`config.mk`:
```
export PLATFORM = sky130hd
export DESIGN_NAME = seq_adder_sched
export DESIGN_NICKNAME = d
export VERILOG_FILES = /design/src/rtl/seq_adder_sched.sv
export SDC_FILE = /design/constraint.sdc
export NUM_CORES = 1
export LEC_CHECK = 0
export CAP_MARGIN = 20
export CORE_MARGIN = 3
export CORE_UTILIZATION = 38
export CTS_CLUSTER_SIZE = 25
export DETAILED_ROUTE_END_ITERATION = 10
export PLACE_DENSITY = 0.73
export SYNTH_ARGS = -nofsm -noshare
export SYNTH_HDL_FRONTEND = slang
export SYNTH_SLANG_ARGS = --single-unit
```
`constraint.sdc`:
```
create_clock -name clk -period 1.55 [get_ports clk]
set_input_delay 0.2325 -clock clk [delete_from_list [all_inputs] [get_ports clk]]
set_output_delay 0.2325 -clock clk [all_outputs]
set_load 0.1 [all_outputs]
```
`src/rtl/seq_adder_sched.sv`:
```
// Round-robin scheduler that time-shares one external accumulator among NREQ requesters.
// Define SEQ_ADDER_SCHED_OVF_EN to add the ovf output (driven from a widened shadow sum).
module seq_adder_sched #(
    parameter int NREQ = 4,
    parameter int W    = 8,
    parameter int LENW = 4
) (
    input  logic                 clk,
    input  logic                 reset,
    input  logic [NREQ-1:0]      req,
    input  logic [NREQ*LENW-1:0] req_len,
    input  logic [NREQ*W-1:0]    req_data,
    output logic [NREQ-1:0]      take,
    output logic [NREQ-1:0]      gnt,
    output logic [NREQ-1:0]      done,
    output logic [W-1:0]         result,
    output logic                 busy,
    output logic [W-1:0]         add_a,
    output logic                 add_clr,
    input  logic [W-1:0]         add_q
`ifdef SEQ_ADDER_SCHED_OVF_EN
    ,
    output logic                 ovf
`endif
);
    localparam int IW = (NREQ > 1) ? $clog2(NREQ) : 1;

    typedef enum logic [2:0] {S_IDLE, S_CLEAR, S_ACCUM, S_WAIT, S_DONE} state_t;

    state_t          state_q;
    logic [IW-1:0]   rr_ptr_q, g_q, sel_d;
    logic            found_d;
    logic [LENW-1:0] len_q, count_q;
    logic [NREQ-1:0] gnt_q, take_q, done_q;
    logic [W-1:0]    result_q;
    logic            add_clr_q;

    // First requesting index at or after rr_ptr, wrapping.
    always_comb begin
        sel_d   = '0;
        found_d = 1'b0;
        for (int k = 0; k < NREQ; k++) begin
            if (!found_d && req[(int'(rr_ptr_q) + k) % NREQ]) begin
                found_d = 1'b1;
                sel_d   = IW'((int'(rr_ptr_q) + k) % NREQ);
            end
        end
    end

    always_ff @(posedge clk or negedge reset) begin
        if (!reset) begin
            state_q   <= S_IDLE;
            rr_ptr_q  <= '0;
            g_q       <= '0;
            len_q     <= '0;
            count_q   <= '0;
            gnt_q     <= '0;
            take_q    <= '0;
            done_q    <= '0;
            result_q  <= '0;
            add_clr_q <= 1'b0;
        end else begin
            case (state_q)
                S_IDLE: begin
                    if (found_d) begin
                        g_q       <= sel_d;
                        len_q     <= req_len[sel_d*LENW +: LENW];
                        gnt_q     <= NREQ'(1) << sel_d;
                        add_clr_q <= 1'b1;
                        state_q   <= S_CLEAR;
                    end
                end
                S_CLEAR: begin
                    add_clr_q <= 1'b0;
                    count_q   <= '0;
                    if (len_q != '0) begin
                        take_q  <= NREQ'(1) << g_q;
                        state_q <= S_ACCUM;
                    end else begin
                        state_q <= S_WAIT;
                    end
                end
                S_ACCUM: begin
                    count_q <= count_q + LENW'(1);
                    if (count_q == len_q - LENW'(1)) begin
                        take_q  <= '0;
                        state_q <= S_WAIT;
                    end
                end
                S_WAIT: begin
                    result_q <= add_q;
                    done_q   <= NREQ'(1) << g_q;
                    state_q  <= S_DONE;
                end
                S_DONE: begin
                    done_q   <= '0;
                    gnt_q    <= '0;
                    rr_ptr_q <= (g_q == IW'(NREQ - 1)) ? '0 : g_q + IW'(1);
                    state_q  <= S_IDLE;
                end
                default: state_q <= S_IDLE;
            endcase
        end
    end

    // Operand is passed straight through so the requester's next word lines up with its take.
    assign add_a   = (take_q != '0) ? req_data[g_q*W +: W] : '0;
    assign take    = take_q;
    assign gnt     = gnt_q;
    assign done    = done_q;
    assign result  = result_q;
    assign busy    = (state_q != S_IDLE);
    assign add_clr = add_clr_q;

`ifdef SEQ_ADDER_SCHED_OVF_EN
    logic [W+LENW-1:0] shadow_q;
    logic              ovf_q;

    always_ff @(posedge clk or negedge reset) begin
        if (!reset) begin
            shadow_q <= '0;
            ovf_q    <= 1'b0;
        end else begin
            if (state_q == S_CLEAR)
                shadow_q <= '0;
            else if (state_q == S_ACCUM)
                shadow_q <= shadow_q + (W+LENW)'(add_a);
            ovf_q <= (state_q == S_WAIT) ? |shadow_q[W+LENW-1:W] : 1'b0;
        end
    end

    assign ovf = ovf_q;
`endif
endmodule
```
### Word level (Yosys, flattened, before mapping)

Index checks and enable logic that the tools add are counted.

* reduce and logical (&&, ||, !) cells: 22
* equal/unequal tests: 9
* mux-type cells: 34
* magnitude comparators: 4
* bitwise logic cells: 3
* div/mod/pow operators: 0
* shifts and indexed selects: 4
* add/sub/neg operators: 6
* multipliers: 0

Operators with widths (count)
* case mux 4 bit (2 select lines): 4
* indexed part select 32 x 6 -> 8 bit: 1
* indexed part select 16 x 5 -> 4 bit: 1
* 2-to-1 mux 1 bit: 13
* less-than comparator 3 x 4 -> 1 bit, second input constant: 3
* 2-to-1 mux 4 bit: 3
* case mux 3 bit (4 select lines): 1
* 2-to-1 mux 2 bit: 5
* binary-select mux 1 bit (select 2 bit): 4
* 2-to-1 mux 8 bit: 1
* AND reduction 2 bit: 4
* nonzero test 2 bit: 4
* nonzero test 4 bit: 2
* << shifter 1 x 2 -> 4 bit, first input constant: 2
* == test 3 x 2 -> 1 bit, second input constant: 2
* 2-to-1 mux 3 bit: 2
* != test 2 bit, second input constant: 3
* OR reduction 2 bit: 3
* adder 2 x 1 -> 2 bit, second input constant: 2
* adder 2 bit, second input constant: 2
* adder 4 x 1 -> 4 bit, second input constant: 1
* == test 4 bit: 1
* subtractor 4 x 1 -> 4 bit, second input constant: 1
* bitwise AND 1 bit, first input constant: 3
* 10 further kinds: 14

* bits of input ports: 62
* memories kept: 0
* bits in latches: 0
* register bits: 36
* bits in writable memories: 0
* output and inout port bits: 30
* logic and storage cells: 92
* memory bits (read-only): 0

### Logic depth before layout (Yosys ltp)

Gate-level depths: netlist of run 1.

* depth in word-level cells: 17
* depth in mapped cells: 7
* mapped depth without buffers: 7

### Least setup slack after synthesis of run 1

No wires, ideal clock.

* path type: register -> output
* start: register take_q[1], in the netlist take[1]
* end: output add_a[1]
* setup slack: -1.304 ns
* stages on the path, launching flop included: 3
* buffers on the path: 0
* required time: 1.317 ns
* arrival: 2.622 ns
* cells stage by stage: dfrtp_1 nor4_1 nor2b_1

* word-level cells in the longest chain between the ends: 2

Ends and longest elaborated chain
* start, declared: RTL line 34 `logic [NREQ-1:0] gnt_q, take_q, done_q;`
* start signal, assigned: RTL line 77 `take_q <= NREQ'(1) << g_q;`
* nonzero test 4 bit: RTL line 107 `assign add_a = (take_q != '0) ? req_data[g_q*W +: W] : '0;`
* 2-to-1 mux 8 bit: RTL line 107
* end, declared: RTL line 18 `output logic [W-1:0] add_a,`

No other way between the ends.

### Worst setup path after layout of run 1

* start: register g_q[0]
* end: output add_a[0]

* word-level cells in the longest chain between the ends: 2

Ends and longest elaborated chain
* start, declared: RTL line 31 `logic [IW-1:0] rr_ptr_q, g_q, sel_d;`
* start signal, assigned: RTL line 66 `g_q <= sel_d;`
* indexed part select 32 x 6 -> 8 bit: RTL line 107
* 2-to-1 mux 8 bit: RTL line 107

No other way between the ends.

==> metrics.txt, run 1 <==
status finished with violations; failing checks setup timing; largest fanout of any net on the critical path 8; die area 6590 µm²; vias in the first global route 2203; width of the chip approximately 80 µm; CP max-delay cell sky130_fd_sc_hd__mux4_2; WL final roughly 6300 µm; fraction of final layout cells sized beyond drive strength 1 0.364; Max transition margin 0.723; f_max approximately 520 MHz; top cell type's share of synthesized area 0.419; max-cap violations 0; transition time at the pin with the least slew margin between 400 and 500 ps; Iteration-0 DRC Markers ~100; Worst Skew slightly above 7 ps; number of H-tree levels 2; net count after synthesis 284; data required time of the worst path between 1000 and 1500 ps; clock latency on the worst-skew pair between 200 and 300 ps; number of max-slew violations in the final report 0; maximum number of pins on one net before global-route repair 37; total grt overflow 0; flop and latch count out of synthesis 36; total global routing track utilization 0.196; kind of start point of the critical path flip-flop; number of antenna violations at the first check in global routing 0; share of the clock period used by the worst path after layout 1.25; buffer type at the clock tree root sky130_fd_sc_hd__clkbuf_8; antenna violation net count after detailed routing 0; worst endpoint data arrival time 1700 ps; count of vias placed by the detailed router approximately 2100; count of yosys warnings during synthesis 0; sinks on the clock net 36; critical path, cell by cell buf_12 > mux4_2 > and2b_4 > buf_12; sort of element at the end of the critical path output pin; area added between synthesis and finish 85.9%; most used flip-flop cell after synthesis sky130_fd_sc_hd__dfrtp_1; detailed-routing iteration count for the pre-antenna-repair pass 4; total standard cell area after synthesis 2150 µm²; Longest Clk Path Bufs 2; clock tree from TritonCTS done; clock transition time at the flip-flop clock pins of the worst setup and hold paths about 70 ps; Post-layout nets between 400 and 500; Tmin final ~1900 ps; post-synthesis sequential area ratio 0.419; cts-stage hold buffer count 0; number of diodes 0; setup slack after placement -404 ps; TritonCTS buffer count 5; number of flops mapped to enable cells by yosys 0; count of final hold-check violations 0; gp weighted congestion 0.819; half-perimeter wire length after placement a little under 5000 µm; via-per-instance ratio a little over 5; final setup slack of the worst path -380 ps; classification of the worst setup path flip-flop to output pin; leading area contributor after synthesis sky130_fd_sc_hd__dfrtp_1; number of filler instances in the final layout about 360; number of instances in the synthesized netlist approximately 220; effective utilization at floorplan 0.408; residual DRC count 0; Std-Cell Rows 26; first-pass GRT wire length 10000 µm; proportion of register bits with asynchronous set or reset after synthesis 1.00; leading cell types by total area after synthesis sky130_fd_sc_hd__dfrtp_1 42%, sky130_fd_sc_hd__mux4_2 8.4%, sky130_fd_sc_hd__nand2_1 7.7%, sky130_fd_sc_hd__mux2i_1 4.7%, sky130_fd_sc_hd__ha_1 4.1%; routed wirelength normalized by instance count 15.3 µm; number of setup violations in the final report 12; cell count of the worst reg-to-reg path 7; Avg Inst Size Synth around 10 µm²; unrepaired setup endpoints after global routing true; input/output buffers slightly above 90; biggest cell delay along the critical path 510 ps; die height 81.2 µm; number of placed I/O pins 92; most used cell along the critical path sky130_fd_sc_hd__buf_12; worst hold-check path type input port to async pin; synth unique cells 42; total core area around 5300 µm²
==> area by class of cell <==
class	instances	area [µm²]	share of cell area
timing repair buffer	125	1500	0.374
multi-input combinational	161	1370	0.342
inverter	11	42.5	0.0107
clock buffer	8	90.1	0.0226
tap	70	87.6	0.0219
sequential	36	913	0.229
==> critical path: cells and delay by family, from the launching register on <==
family                 cells  cell delay [ps]
buffers and inverters      2              310
flip-flops                 1              400
multiplexers               1              510
AND/OR/NAND/NOR            1              190
==> sequential cells by signal, summed over array words and instances (netlist names) <==
name	cells
gnt	4
take	4
done	4
rr_ptr_q	2
len_q	4
state_q	3
count_q	4
g_q	2
result	8
add_clr	1
==> synthesized netlist by cell type, types with 4 or more instances <==
library cell / number
sky130_fd_sc_hd__o221ai_1: 4
sky130_fd_sc_hd__nor2_1: 11
sky130_fd_sc_hd__a21oi_1: 11
sky130_fd_sc_hd__mux2i_1: 10
sky130_fd_sc_hd__o22ai_1: 4
sky130_fd_sc_hd__nand3_1: 5
sky130_fd_sc_hd__dfrtp_1: 36
sky130_fd_sc_hd__a22o_1: 4
sky130_fd_sc_hd__inv_1: 9
sky130_fd_sc_hd__xnor2_1: 5
sky130_fd_sc_hd__mux4_2: 8
sky130_fd_sc_hd__nor2b_1: 7
sky130_fd_sc_hd__nor3_1: 4
sky130_fd_sc_hd__o21ai_0: 10
sky130_fd_sc_hd__buf_2: 6
sky130_fd_sc_hd__nand2_1: 44
sky130_fd_sc_hd__ha_1: 7
==> logic make-up after synthesis <==
logic type      synth area share
mux                        0.136
compound gates             0.144
fa+ha+maj                 0.0408
simple gates               0.192
xor+xnor                  0.0285
buf+inv                   0.0402
flops                      0.419
==> through the flow <==
| stage | setup TNS, ps | hold WS, ps | area (µm²) | util | cells |
|---|---|---|---|---|---|
| after floorplan | -3660 | -63.1 | 2230 | - | 215 |
| after global placement | -3270 | 519 | 3720 | 0.705 | 395 |
| after CTS | -2810 | 316 | 3870 | 0.734 | 404 |
| final | -2830 | 312 | 3990 | 0.758 | 411 |
| after detailed placement | -4450 | 522 | 3720 | 0.705 | 395 |
| after global routing | -4050 | 310 | 3990 | 0.758 | 411 |
==> repair_timing <==
action	4_1_cts	5_1_grt
buffers inserted	0	7
setup endpoints to repair	17	24
gates cloned	1	0
resized for setup	13	16
pin swaps	4	5
==> metal layers <==
metal,track usage,vias to the layer above,share of wire
met4,0.0557,0,0.016
met2,0.364,83,0.51
met5,0,-,0
met1,0.219,995,0.40
met3,0.0532,10,0.078
li1,-,1011,-
==> placed cells by master, fill, tap and decap left out, types with 8 or more instances in the layout <==
cell	count
sky130_fd_sc_hd__clkdlybuf4s50_1	58
sky130_fd_sc_hd__nand2_1	44
sky130_fd_sc_hd__buf_12	32
sky130_fd_sc_hd__buf_4	32
sky130_fd_sc_hd__dfrtp_1	28
sky130_fd_sc_hd__nor2_1	11
sky130_fd_sc_hd__o21ai_0	9
sky130_fd_sc_hd__a21oi_1	9
sky130_fd_sc_hd__mux2i_1	9
sky130_fd_sc_hd__mux4_2	8
==> worst paths after layout <==
kind	start	endpoint	slack (ps)
max in group asynchronous	reset	take[2]$_DFFE_PN0P_	1030
max reg2reg	len_q[0]$_DFFE_PN0P_	take[0]$_DFFE_PN0P_	-60
min in group clk	add_q[7]	result[7]$_DFFE_PN0P_	470
max	g_q[0]$_DFFE_PN0P_	add_a[0]	-380
min	reset	result[0]$_DFFE_PN0P_	310
min reg2reg	result[7]$_DFFE_PN0P_	result[7]$_DFFE_PN0P_	540
Power of run 1 is left out: the tool's default activity adds up to more than one toggle a clock period on the data nets, which glitch-free logic cannot reach.
==> run 2, diff against run 1 <==
--- a/config.mk
+++ b/config.mk
@@ -6,6 +6,7 @@
 export NUM_CORES = 1
 export LEC_CHECK = 0
 export CAP_MARGIN = 20
+export CORE_ASPECT_RATIO = 0.9
 export CORE_MARGIN = 3
 export CORE_UTILIZATION = 38
 export CTS_CLUSTER_SIZE = 25
==> run 2 against run 1 <==
  * The flow still finishes with violations (setup timing)
  * Register-to-register slack is essentially flat
  * First-iteration DRC count up 8.2%
  * Core utilization is 2.1 points lower
  * Non-clock buffer count fell by 5
  * Sequential share of layout area is 0.28 points higher
  * Clock skew is 2.9 ps lower
  * Worst hold slack worse by 3.8 ps
  * Flip-flop and latch count is the same
  * Via count is 2.0% lower
  * Critical path depth unchanged
  * Largest cell class unchanged
==> metrics.txt, run 2 (synthesis gave the netlist of run 1 again) <==
data required time of the worst path 1320 ps (about the same); Tmin final 1890 ps (was 1930 ps); number of diodes 0 (unchanged); input/output buffers 91 (unchanged); worst endpoint data arrival time 1660 ps (was 1700 ps); reg2reg setup slack -70 ps (was -60 ps); die height 77.3 µm (was 81.2 µm); number of antenna violations at the first check in global routing 0 (unchanged); total grt overflow 0 (unchanged); share of the clock period used by the worst path after layout 1.22 (was 1.25); transition time at the pin with the least slew margin 379 ps (was 414 ps); Layout Cells excl Fill 403 (was 411); effective utilization at floorplan 0.402 (was 0.408); final core occ 0.737 (was 0.758); total non-filler cell area in the finished layout 3940 µm² (was 3990 µm²); width of the chip 85.3 µm (was 81.2 µm); die area 6590 µm² (about the same); number of max-slew violations in the final report 0 (unchanged); number of setup violations in the final report 13 (was 12); area added between synthesis and finish 83.4% (was 85.9%); total core area 5350 µm² (was 5270 µm²); count of vias placed by the detailed router 2057 (was 2099); vias in the first global route 2040 (was 2203); first-pass GRT wire length 9570 µm (was 10000 µm); Iteration-0 DRC Markers 106 (was 98); number of placed I/O pins 92 (unchanged); Post-layout nets 404 (was 409); fraction of final layout cells sized beyond drive strength 1 0.360 (was 0.364); worst hold-check path type input port to async pin (unchanged); classification of the worst setup path flip-flop to output pin (unchanged); count of final hold-check violations 0 (unchanged); Std-Cell Rows 25 (was 26); detailed-routing iteration count for the pre-antenna-repair pass 4 (unchanged); sort of element at the end of the critical path output pin (unchanged); half-perimeter wire length after placement 4810 µm (was 4870 µm); Max transition margin 0.747 (was 0.723); clock transition time at the flip-flop clock pins of the worst setup and hold paths 70 ps (about the same); Worst Skew 4.26 ps (was 7.21 ps); routed wirelength normalized by instance count 15.1 µm (was 15.3 µm); post-place instance area 3730 µm² (was 3720 µm²); status finished with violations (unchanged); via-per-instance ratio 5.10 (was 5.11); buffer type at the clock tree root sky130_fd_sc_hd__clkbuf_8 (unchanged); number of flip-flops under the largest register name 8 (unchanged); TritonCTS buffer count 5 (unchanged); cts-stage hold buffer count 0 (unchanged); # placed instances 394 (was 395); clock tree from TritonCTS done (unchanged); max-cap violations 0 (unchanged); kind of start point of the critical path flip-flop (unchanged); leading cell types in the layout, fill and taps excluded 57 x sky130_fd_sc_hd__clkdlybuf4s50_1, 44 x sky130_fd_sc_hd__nand2_1, 32 x sky130_fd_sc_hd__buf_12 (was 58 x sky130_fd_sc_hd__clkdlybuf4s50_1, 44 x sky130_fd_sc_hd__nand2_1, 32 x sky130_fd_sc_hd__buf_12, 32 x sky130_fd_sc_hd__buf_4, 28 x sky130_fd_sc_hd__dfrtp_1); Longest Clk Path Bufs 2 (unchanged); clock latency on the worst-skew pair 290 ps (about the same); failing checks setup timing (unchanged); number of H-tree levels 2 (unchanged); unrepaired setup endpoints after global routing true (unchanged); sinks on the clock net 36 (unchanged); largest fanout of any net on the critical path 8 (unchanged); residual DRC count 0 (unchanged); total global routing track utilization 0.179 (was 0.196); WL final 6090 µm (was 6290 µm); most frequent standard cell in the layout excluding fill and tap cells sky130_fd_sc_hd__clkdlybuf4s50_1 (unchanged); f_max 529 MHz (was 518 MHz); maximum number of pins on one net before global-route repair 37 (unchanged); antenna violation net count after detailed routing 0 (unchanged); gp weighted congestion 0.764 (was 0.819); final setup slack of the worst path -340 ps (was -380 ps)
==> run 2: cell count changes in the layout (fill, tap and decap cells not counted), sizes merged <==
cell,change
buf,-5
clkdlybuf4s50,-1
dlygate4sd2,-1
clkinvlp,+1
clkinv,+1
dlymetal6s2s,+2
clkbuf,-2
==> run 2: metal layers <==
layer  track usage  share of wire  wire length (µm)
met1         0.219           0.42              2560
met2         0.317           0.50              3050
met3        0.0499          0.074               453
met4        0.0316         0.0051                31
met5             0              0                 0
==> run 2: layout make-up <==
class | instances | area (µm²)
repair buffers | 120 | 1460
clock buffers | 6 | 82.6
clock inverters | 2 | 10.0
well taps | 67 | 83.8
inverters | 11 | 45.0
multi-input cells | 161 | 1340
fillers | 342 | 1410
flip-flops and latches | 36 | 912
==> run 2: worst max-delay path, stage by stage (launching register included) <==
cell	delay, ps
sky130_fd_sc_hd__dfrtp_1	390
sky130_fd_sc_hd__buf_12	150
sky130_fd_sc_hd__mux4_2	490
sky130_fd_sc_hd__and2b_4	180
sky130_fd_sc_hd__buf_12	160
==> run 2: final timing paths <==
check / cells past startpoint / to / from
hold reg to reg: 2 / result[6]$_DFFE_PN0P_ / result[6]$_DFFE_PN0P_
min in group clk: 3 / result[6]$_DFFE_PN0P_ / add_q[6]
setup reg to reg: 7 / take[0]$_DFFE_PN0P_ / len_q[0]$_DFFE_PN0P_
hold / removal: 2 / result[1]$_DFFE_PN0P_ / reset
setup / recovery: 4 / add_a[0] / g_q[0]$_DFFE_PN0P_
max in group asynchronous: 2 / take[2]$_DFFE_PN0P_ / reset
==> run 2: per-stage QoR <==
| stage | setup slack [ps] | hold slack [ps] | TNS [ps] |
|---|---|---|---|
| after floorplan | -530 | -63.1 | -3660 |
| after global placement | -296 | 520 | -3330 |
| after detailed placement | -383 | 522 | -4210 |
| after CTS | -353 | 313 | -2800 |
| after global routing | -398 | 319 | -3750 |
| final | -340 | 308 | -2800 |
==> run 2: timing repair <==
action                     4_1_cts  5_1_grt
gates cloned                     0        1
buffers inserted                 0        0
pin swaps                        5       10
gates resized for setup          8       18
setup endpoints to repair       18       28
Power of run 2 is left out for the same reason.
